--- config.mk ---
export PLATFORM = sky130hd
export DESIGN_NAME = mem_access_unit_flat
export DESIGN_NICKNAME = d
export VERILOG_FILES = /design/src/rtl/mem_access_unit_if.sv /design/src/rtl/mem_access_unit.sv /design/src/flat_wrapper.sv
export SDC_FILE = /design/constraint.sdc
export NUM_CORES = 1
export LEC_CHECK = 0
export ABC_AREA = 1
export CAP_MARGIN = 20
export CORE_ASPECT_RATIO = 0.75
export CORE_MARGIN = 3
export CORE_UTILIZATION = 50
export DETAILED_ROUTE_END_ITERATION = 12
export PLACE_DENSITY = 0.78
export REMOVE_ABC_BUFFERS = 1
export SKIP_CTS_REPAIR_TIMING = 1
export SLEW_MARGIN = 5
export SYNTH_ARGS = -nofsm -noshare
export SYNTH_HDL_FRONTEND = slang
export SYNTH_SLANG_ARGS = --single-unit
--- constraint.sdc ---
create_clock -name clk -period 2.7 [get_ports clk]
set_input_delay 0.81 -clock clk [delete_from_list [all_inputs] [get_ports clk]]
set_output_delay 0.81 -clock clk [all_outputs]
set_load 0.01 [all_outputs]
--- src/rtl/mem_access_unit_if.sv ---
// Processor-side request/response and byte-wide system_ram signals of mem_access_unit.
// The unit connects through the slave modport; the environment through master.
interface mem_access_unit_if #(
  parameter int unsigned ADDR_WIDTH = 16
) ();
  logic                  req_valid;
  logic                  req_ready;
  logic                  req_we;
  logic [1:0]            req_size;
  logic                  req_unsigned;
  logic [31:0]           req_addr;
  logic [31:0]           req_wdata;
  logic                  done;
  logic                  err;
  logic [31:0]           rdata;
  logic [ADDR_WIDTH-1:0] ram_addr;
  logic                  ram_rden;
  logic                  ram_wren;
  logic [3:0]            ram_byte_en;
  logic [7:0]            ram_data;
  logic [7:0]            ram_q;

  modport slave (
    input  req_valid, req_we, req_size, req_unsigned, req_addr, req_wdata, ram_q,
    output req_ready, done, err, rdata, ram_addr, ram_rden, ram_wren, ram_byte_en, ram_data
  );

  modport master (
    output req_valid, req_we, req_size, req_unsigned, req_addr, req_wdata, ram_q,
    input  req_ready, done, err, rdata, ram_addr, ram_rden, ram_wren, ram_byte_en, ram_data
  );
endinterface

--- src/rtl/mem_access_unit.sv ---
// Serialises 32-bit load/store requests into little-endian byte transactions on system_ram,
// with sign/zero extension of loads and rejection of misaligned or out-of-range requests.
module mem_access_unit #(
  parameter int unsigned RAM_LATENCY = 2,
  parameter int unsigned ADDR_WIDTH  = 16
) (
  input logic              clk,
  input logic              rst,
  mem_access_unit_if.slave bus
);

  typedef enum logic [1:0] {StIdle, StIssue, StWait, StResp} state_e;

  localparam logic [2:0] WaitLast = 3'(RAM_LATENCY - 1);

  state_e                state_q, state_d;
  logic [ADDR_WIDTH-1:0] addr_q, addr_d;
  logic [1:0]            size_q, size_d;
  logic                  we_q, we_d;
  logic                  uns_q, uns_d;
  logic                  err_q, err_d;
  logic [31:0]           wdata_q, wdata_d;
  logic [31:0]           asm_q, asm_d;
  logic [31:0]           rdata_q, rdata_d;
  logic [1:0]            idx_q, idx_d;
  logic [2:0]            wait_q, wait_d;

  logic       req_bad;
  logic [1:0] last_idx;
  logic       rden, wren;

  function automatic logic [31:0] extend(input logic [31:0] a, input logic [1:0] sz,
                                         input logic uns);
    logic [31:0] r;
    unique case (sz)
      2'd0:    r = uns ? {24'h0, a[7:0]} : {{24{a[7]}}, a[7:0]};
      2'd1:    r = uns ? {16'h0, a[15:0]} : {{16{a[15]}}, a[15:0]};
      default: r = a;
    endcase
    return r;
  endfunction

  always_comb begin
    req_bad = (bus.req_size == 2'd3)
           || ((bus.req_size == 2'd1) && bus.req_addr[0])
           || ((bus.req_size == 2'd2) && (bus.req_addr[1:0] != 2'b00))
           || ((bus.req_addr >> ADDR_WIDTH) != 32'd0);
  end

  always_comb begin
    unique case (size_q)
      2'd0:    last_idx = 2'd0;
      2'd1:    last_idx = 2'd1;
      default: last_idx = 2'd3;
    endcase
  end

  always_comb begin
    state_d = state_q;
    addr_d  = addr_q;
    size_d  = size_q;
    we_d    = we_q;
    uns_d   = uns_q;
    err_d   = err_q;
    wdata_d = wdata_q;
    asm_d   = asm_q;
    rdata_d = rdata_q;
    idx_d   = idx_q;
    wait_d  = wait_q;

    unique case (state_q)
      StIdle: begin
        if (bus.req_valid) begin
          addr_d  = bus.req_addr[ADDR_WIDTH-1:0];
          size_d  = bus.req_size;
          we_d    = bus.req_we;
          uns_d   = bus.req_unsigned;
          wdata_d = bus.req_wdata;
          err_d   = req_bad;
          idx_d   = 2'd0;
          asm_d   = 32'h0;
          state_d = req_bad ? StResp : StIssue;
        end
      end
      StIssue: begin
        if (we_q) begin
          if (idx_q == last_idx) begin
            state_d = StResp;
          end else begin
            idx_d = idx_q + 2'd1;
          end
        end else begin
          wait_d  = 3'd0;
          state_d = StWait;
        end
      end
      StWait: begin
        if (wait_q == WaitLast) begin
          asm_d[{idx_q, 3'b000} +: 8] = bus.ram_q;
          if (idx_q == last_idx) begin
            // rdata must be valid in the same cycle done is raised
            rdata_d = extend(asm_d, size_q, uns_q);
            state_d = StResp;
          end else begin
            idx_d   = idx_q + 2'd1;
            state_d = StIssue;
          end
        end else begin
          wait_d = wait_q + 3'd1;
        end
      end
      StResp: state_d = StIdle;
      default: state_d = StIdle;
    endcase
  end

  always_ff @(posedge clk) begin
    if (rst) begin
      state_q <= StIdle;
      addr_q  <= '0;
      size_q  <= 2'd0;
      we_q    <= 1'b0;
      uns_q   <= 1'b0;
      err_q   <= 1'b0;
      wdata_q <= 32'h0;
      asm_q   <= 32'h0;
      rdata_q <= 32'h0;
      idx_q   <= 2'd0;
      wait_q  <= 3'd0;
    end else begin
      state_q <= state_d;
      addr_q  <= addr_d;
      size_q  <= size_d;
      we_q    <= we_d;
      uns_q   <= uns_d;
      err_q   <= err_d;
      wdata_q <= wdata_d;
      asm_q   <= asm_d;
      rdata_q <= rdata_d;
      idx_q   <= idx_d;
      wait_q  <= wait_d;
    end
  end

  // Enables drop as soon as rst rises so an interrupted store writes no further bytes
  assign rden = (state_q == StIssue) && !we_q && !rst;
  assign wren = (state_q == StIssue) && we_q && !rst;

  assign bus.req_ready   = (state_q == StIdle) && !rst;
  assign bus.ram_rden    = rden;
  assign bus.ram_wren    = wren;
  assign bus.ram_byte_en = (rden || wren) ? 4'b0001 : 4'b0000;
  assign bus.ram_addr    = addr_q + {{(ADDR_WIDTH-2){1'b0}}, idx_q};
  assign bus.ram_data    = wren ? wdata_q[{idx_q, 3'b000} +: 8] : 8'h00;
  assign bus.done        = (state_q == StResp);
  assign bus.err         = (state_q == StResp) && err_q;
  assign bus.rdata       = rdata_q;

endmodule

--- src/flat_wrapper.sv ---
// flat-port wrapper written by rule: the top's interface ports become plain ports
module mem_access_unit_flat 
#(
  parameter int unsigned RAM_LATENCY = 2,
  parameter int unsigned ADDR_WIDTH  = 16
)
  (clk, rst, bus_req_valid, bus_req_we, bus_req_size, bus_req_unsigned, bus_req_addr, bus_req_wdata, bus_ram_q, bus_req_ready, bus_done, bus_err, bus_rdata, bus_ram_addr, bus_ram_rden, bus_ram_wren, bus_ram_byte_en, bus_ram_data);
  mem_access_unit_if #(.ADDR_WIDTH(ADDR_WIDTH)) bus_i ();
  input logic clk;
  input logic rst;
  input wire logic [$bits(bus_i.req_valid)-1:0] bus_req_valid;
  input wire logic [$bits(bus_i.req_we)-1:0] bus_req_we;
  input wire logic [$bits(bus_i.req_size)-1:0] bus_req_size;
  input wire logic [$bits(bus_i.req_unsigned)-1:0] bus_req_unsigned;
  input wire logic [$bits(bus_i.req_addr)-1:0] bus_req_addr;
  input wire logic [$bits(bus_i.req_wdata)-1:0] bus_req_wdata;
  input wire logic [$bits(bus_i.ram_q)-1:0] bus_ram_q;
  output wire logic [$bits(bus_i.req_ready)-1:0] bus_req_ready;
  output wire logic [$bits(bus_i.done)-1:0] bus_done;
  output wire logic [$bits(bus_i.err)-1:0] bus_err;
  output wire logic [$bits(bus_i.rdata)-1:0] bus_rdata;
  output wire logic [$bits(bus_i.ram_addr)-1:0] bus_ram_addr;
  output wire logic [$bits(bus_i.ram_rden)-1:0] bus_ram_rden;
  output wire logic [$bits(bus_i.ram_wren)-1:0] bus_ram_wren;
  output wire logic [$bits(bus_i.ram_byte_en)-1:0] bus_ram_byte_en;
  output wire logic [$bits(bus_i.ram_data)-1:0] bus_ram_data;
  assign bus_i.req_valid = bus_req_valid;
  assign bus_i.req_we = bus_req_we;
  assign bus_i.req_size = bus_req_size;
  assign bus_i.req_unsigned = bus_req_unsigned;
  assign bus_i.req_addr = bus_req_addr;
  assign bus_i.req_wdata = bus_req_wdata;
  assign bus_i.ram_q = bus_ram_q;
  assign bus_req_ready = bus_i.req_ready;
  assign bus_done = bus_i.done;
  assign bus_err = bus_i.err;
  assign bus_rdata = bus_i.rdata;
  assign bus_ram_addr = bus_i.ram_addr;
  assign bus_ram_rden = bus_i.ram_rden;
  assign bus_ram_wren = bus_i.ram_wren;
  assign bus_ram_byte_en = bus_i.ram_byte_en;
  assign bus_ram_data = bus_i.ram_data;
  mem_access_unit #(.RAM_LATENCY(RAM_LATENCY), .ADDR_WIDTH(ADDR_WIDTH)) u_core (.clk(clk), .rst(rst), .bus(bus_i));
endmodule
==> flow_summary.toml <==
[status]
outcome = "complete, but fails checks"
violations = "negative setup slack"

[timing]
drv_slew = 0
fin_crit_sh_pct = 115
tightest_slew_ps = 852
finalSetupViolations = 15
rsz0062_at_grt = "yes"
max_slew_margin_pct = 43.0
fin_ws_ps = -411
hold_viol_final = 0
fin_crit_ps = 3110
whs_ps = 462
skew_ps = 9.20
max_freq_mhz = 321

[placement]
port-buffer-count = 140
routabilityCongestion = 0.872
place_inst = 1168
dpl.hpwl_mm = 11.4
place_ws_ps = -546

[finish]
area_growth_pct = 37.0
nFillCells = 992
final_nets = 1124
multiInputGateArea_mm2 = 0.00330
num_antenna_cells = 0
fin_cells = 1206
drive_gt1_share_pct = 13.1
seq_area_mm2 = 0.00249
utilization_pct = 71.5

[power]
ir_drop_v = 0.000655
power.density_mw_per_mm2 = 886
power_leakage_nw = 3.48

[route]
vias = 6215
drtAntennaViolNets = 0
drt_wl_total_mm = 17.2
drcViolationCount = 0
drt-initial-drc-count = 491
vias_per_cell = 5.15
wire_per_inst_um = 14.3
first_pass_iters = 5

[synthesis]
synth_sequential_area_ratio_pct = 40.2
synth_top_family_by_area = "simple AND/OR/NAND/NOR gates"
synth_fa_ha_area_share_pct = 2.96
yosys_warnings = 0
avgSynthCellArea_um2 = 6.96
synth-simple-area-share_pct = 29.1
yosys_register_bits = 124
muxShareOfSynthArea_pct = 0
syn_inst = 887
synth.distinct_cells = 39
syn-cell-area_mm2 = 0.00618
synth_xor_area_share_pct = 1.99
synth_compound_area_share_pct = 17.5

[worst_hold_path]
hold_start = "u_core.asm_q[29]"
hold_class = "reg2reg"

[die]
die_area_mm2 = 0.0137
core-area_mm2 = 0.0118
die_h_um = 102
die_w_um = 134
io_pins = 144
placementRows = 34
initial_utilization_pct = 52.2

[worst_setup_path]
criticalPathCategory = "reg2out"
arrival_ps = 2300
cp.required_ps = 1890
r2r_slack_ps = 300
crit_fanout = 2
r2r-start = "u_core.idx_q[0]"
startpoint = "u_core.idx_q[0]"
crit_path_start_kind = "flop"
path_cells = "ha_4 -> inv_2 -> fa_2 -> nor2_4 -> nand4_1 -> buf_4 -> nor3_4 -> xor2_1 -> buf_2"
slowest_delay_ps = 400
end_kind = "output pin"
crit_slowest_cell = "fa_2"

[grt]
grt_pass1_vias = 5835
antenna_found_initial = 0
track_usage_pct = 25.2
overflow = 0
grt_pass1_wl_mm = 28.1
grt_start_max_net_pins = 66

[cts]
cts.path.max_buffers = 2
cts_buffers = 17
htreeDepth = 4
clk_latency_ps = 420
cts_tree = "done"
ctsRootBufferMaster = "clkbuf_16"
path_clk_slew_ps = 60
clkSinkCount = 124

[job]
max_cap_violations = 0
[routing by layer]
| layer | global-route usage [%] | routed length [um] |
|---|---|---|
| met1 | 33.2 | 7770 |
| met2 | 40.2 | 7820 |
| met3 | 7.43 | 1380 |
| met4 | 7.90 | 223 |
| met5 | 0 | 0 |
[cells in the final DEF, fill, tap and decap left out, types with 5 or more instances in the layout]
cell type	count
a21oi_1	58
a21oi_2	9
buf_2	11
buf_4	27
clkbuf_16	17
clkdlybuf4s50_1	113
dfxtp_1	121
dlymetal6s2s_1	12
ha_1	10
inv_1	44
inv_2	11
nand2_1	169
nand2_2	7
nand3_1	12
nand4_1	11
nor2_1	193
nor2_4	5
nor3_1	7
o21ai_0	113
o21ai_1	22
xor2_1	10
[flip-flops by register name, indices dropped and copies added (netlist names)]
signal            flops
u_core.bus.rdata     32
u_core.asm_q         32
u_core.wait_q         3
u_core.uns_q          1
u_core.we_q           1
u_core.addr_q        16
u_core.err_q          1
u_core.state_q        2
u_core.wdata_q       32
u_core.idx_q          2
u_core.size_q         2
[final timing paths]
check,to,cells after the start
setup / recovery,bus_ram_addr[12],9
setup reg to reg,u_core.bus.rdata[26],11
hold / removal,u_core.asm_q[29],2
hold reg to reg,u_core.asm_q[29],2
[cells in the mapped netlist]
cell type | count | area share, %
nor2_1 | 197 | 12
nand2_1 | 171 | 10
dfxtp_1 | 124 | 40
o21ai_0 | 114 | 9.2
a21oi_1 | 59 | 4.8
inv_1 | 47 | 2.9
clkbuf_1 | 25 | 1.5
o21ai_1 | 21 | 1.7
ha_1 | 13 | 2.6
nand3_1 | 13 | 1.1
nand4_1 | 11 | 1.1
buf_4 | 10 | 1.2
xor2_1 | 10 | 1.4
nor3_1 | 9 | 0.73
a21oi_2 | 8 | 1.1
buf_6 | 8 | 1.5
inv_2 | 8 | 0.49
nand2_2 | 5 | 0.51
buf_2 | 4 | 0.32
xnor2_1 | 4 | 0.57
nand3_4 | 3 | 0.85
nor2_4 | 3 | 0.55
nand2_4 | 2 | 0.36
nand3_2 | 2 | 0.32
nor2_2 | 2 | 0.20
a211oi_1 | 1 | 0.12
buf_8 | 1 | 0.24
clkinv_1 | 1 | 0.061
conb_1 | 1 | 0.061
fa_1 | 1 | 0.32
inv_4 | 1 | 0.10
nand2_8 | 1 | 0.32
nand3b_1 | 1 | 0.12
nor2_8 | 1 | 0.32
nor3b_1 | 1 | 0.12
o21ai_2 | 1 | 0.14
o21ai_4 | 1 | 0.26
o22ai_1 | 1 | 0.10
or2_2 | 1 | 0.10
[worst max-delay path, delay by kind of cell (launching register included)]
kind / cells / cell delay [ps]
adder cells (fa/ha/maj): 2 / 540
AND/OR/NAND/NOR: 3 / 440
buffers and inverters: 3 / 380
XOR/XNOR: 1 / 150
flip-flops: 1 / 360
[power by group]
part	total [W]	internal [W]	switching [W]
Combinational	0.00270	0.00101	0.00170
Sequential	0.00232	0.00212	0.000199
Clock	0.00247	0.00164	0.000831
[cell families after synthesis]
group / Yosys count
AO/OA/AOI/OAI: 206
adder cells (fa/ha/maj): 14
other: 1
flip-flops: 124
AND/OR/NAND/NOR: 423
buffers and inverters: 105
XOR/XNOR: 14
[through the flow]
| stage | power (W) | TNS [ps] | area (um^2) |
|---|---|---|---|
| after floorplan | 0.00397 | -3510 | 5890 |
| after global placement | 0.00493 | -7020 | 7700 |
| after detailed placement | 0.00497 | -7200 | 7700 |
| after CTS | 0.00745 | -13720 | 8340 |
| after global routing | 0.00793 | -3680 | 8460 |
| final | 0.00750 | -2220 | 8460 |
[area by class of cell]
type | count | share of cell area (%)
tap | 162 | 2.40
inverter | 57 | 2.56
clock buffer | 22 | 5.72
multi-input combinational | 660 | 39.0
sequential | 124 | 29.4
timing repair buffer | 171 | 19.1
clock inverter | 10 | 1.91
Power figures use the tool's default switching activity.
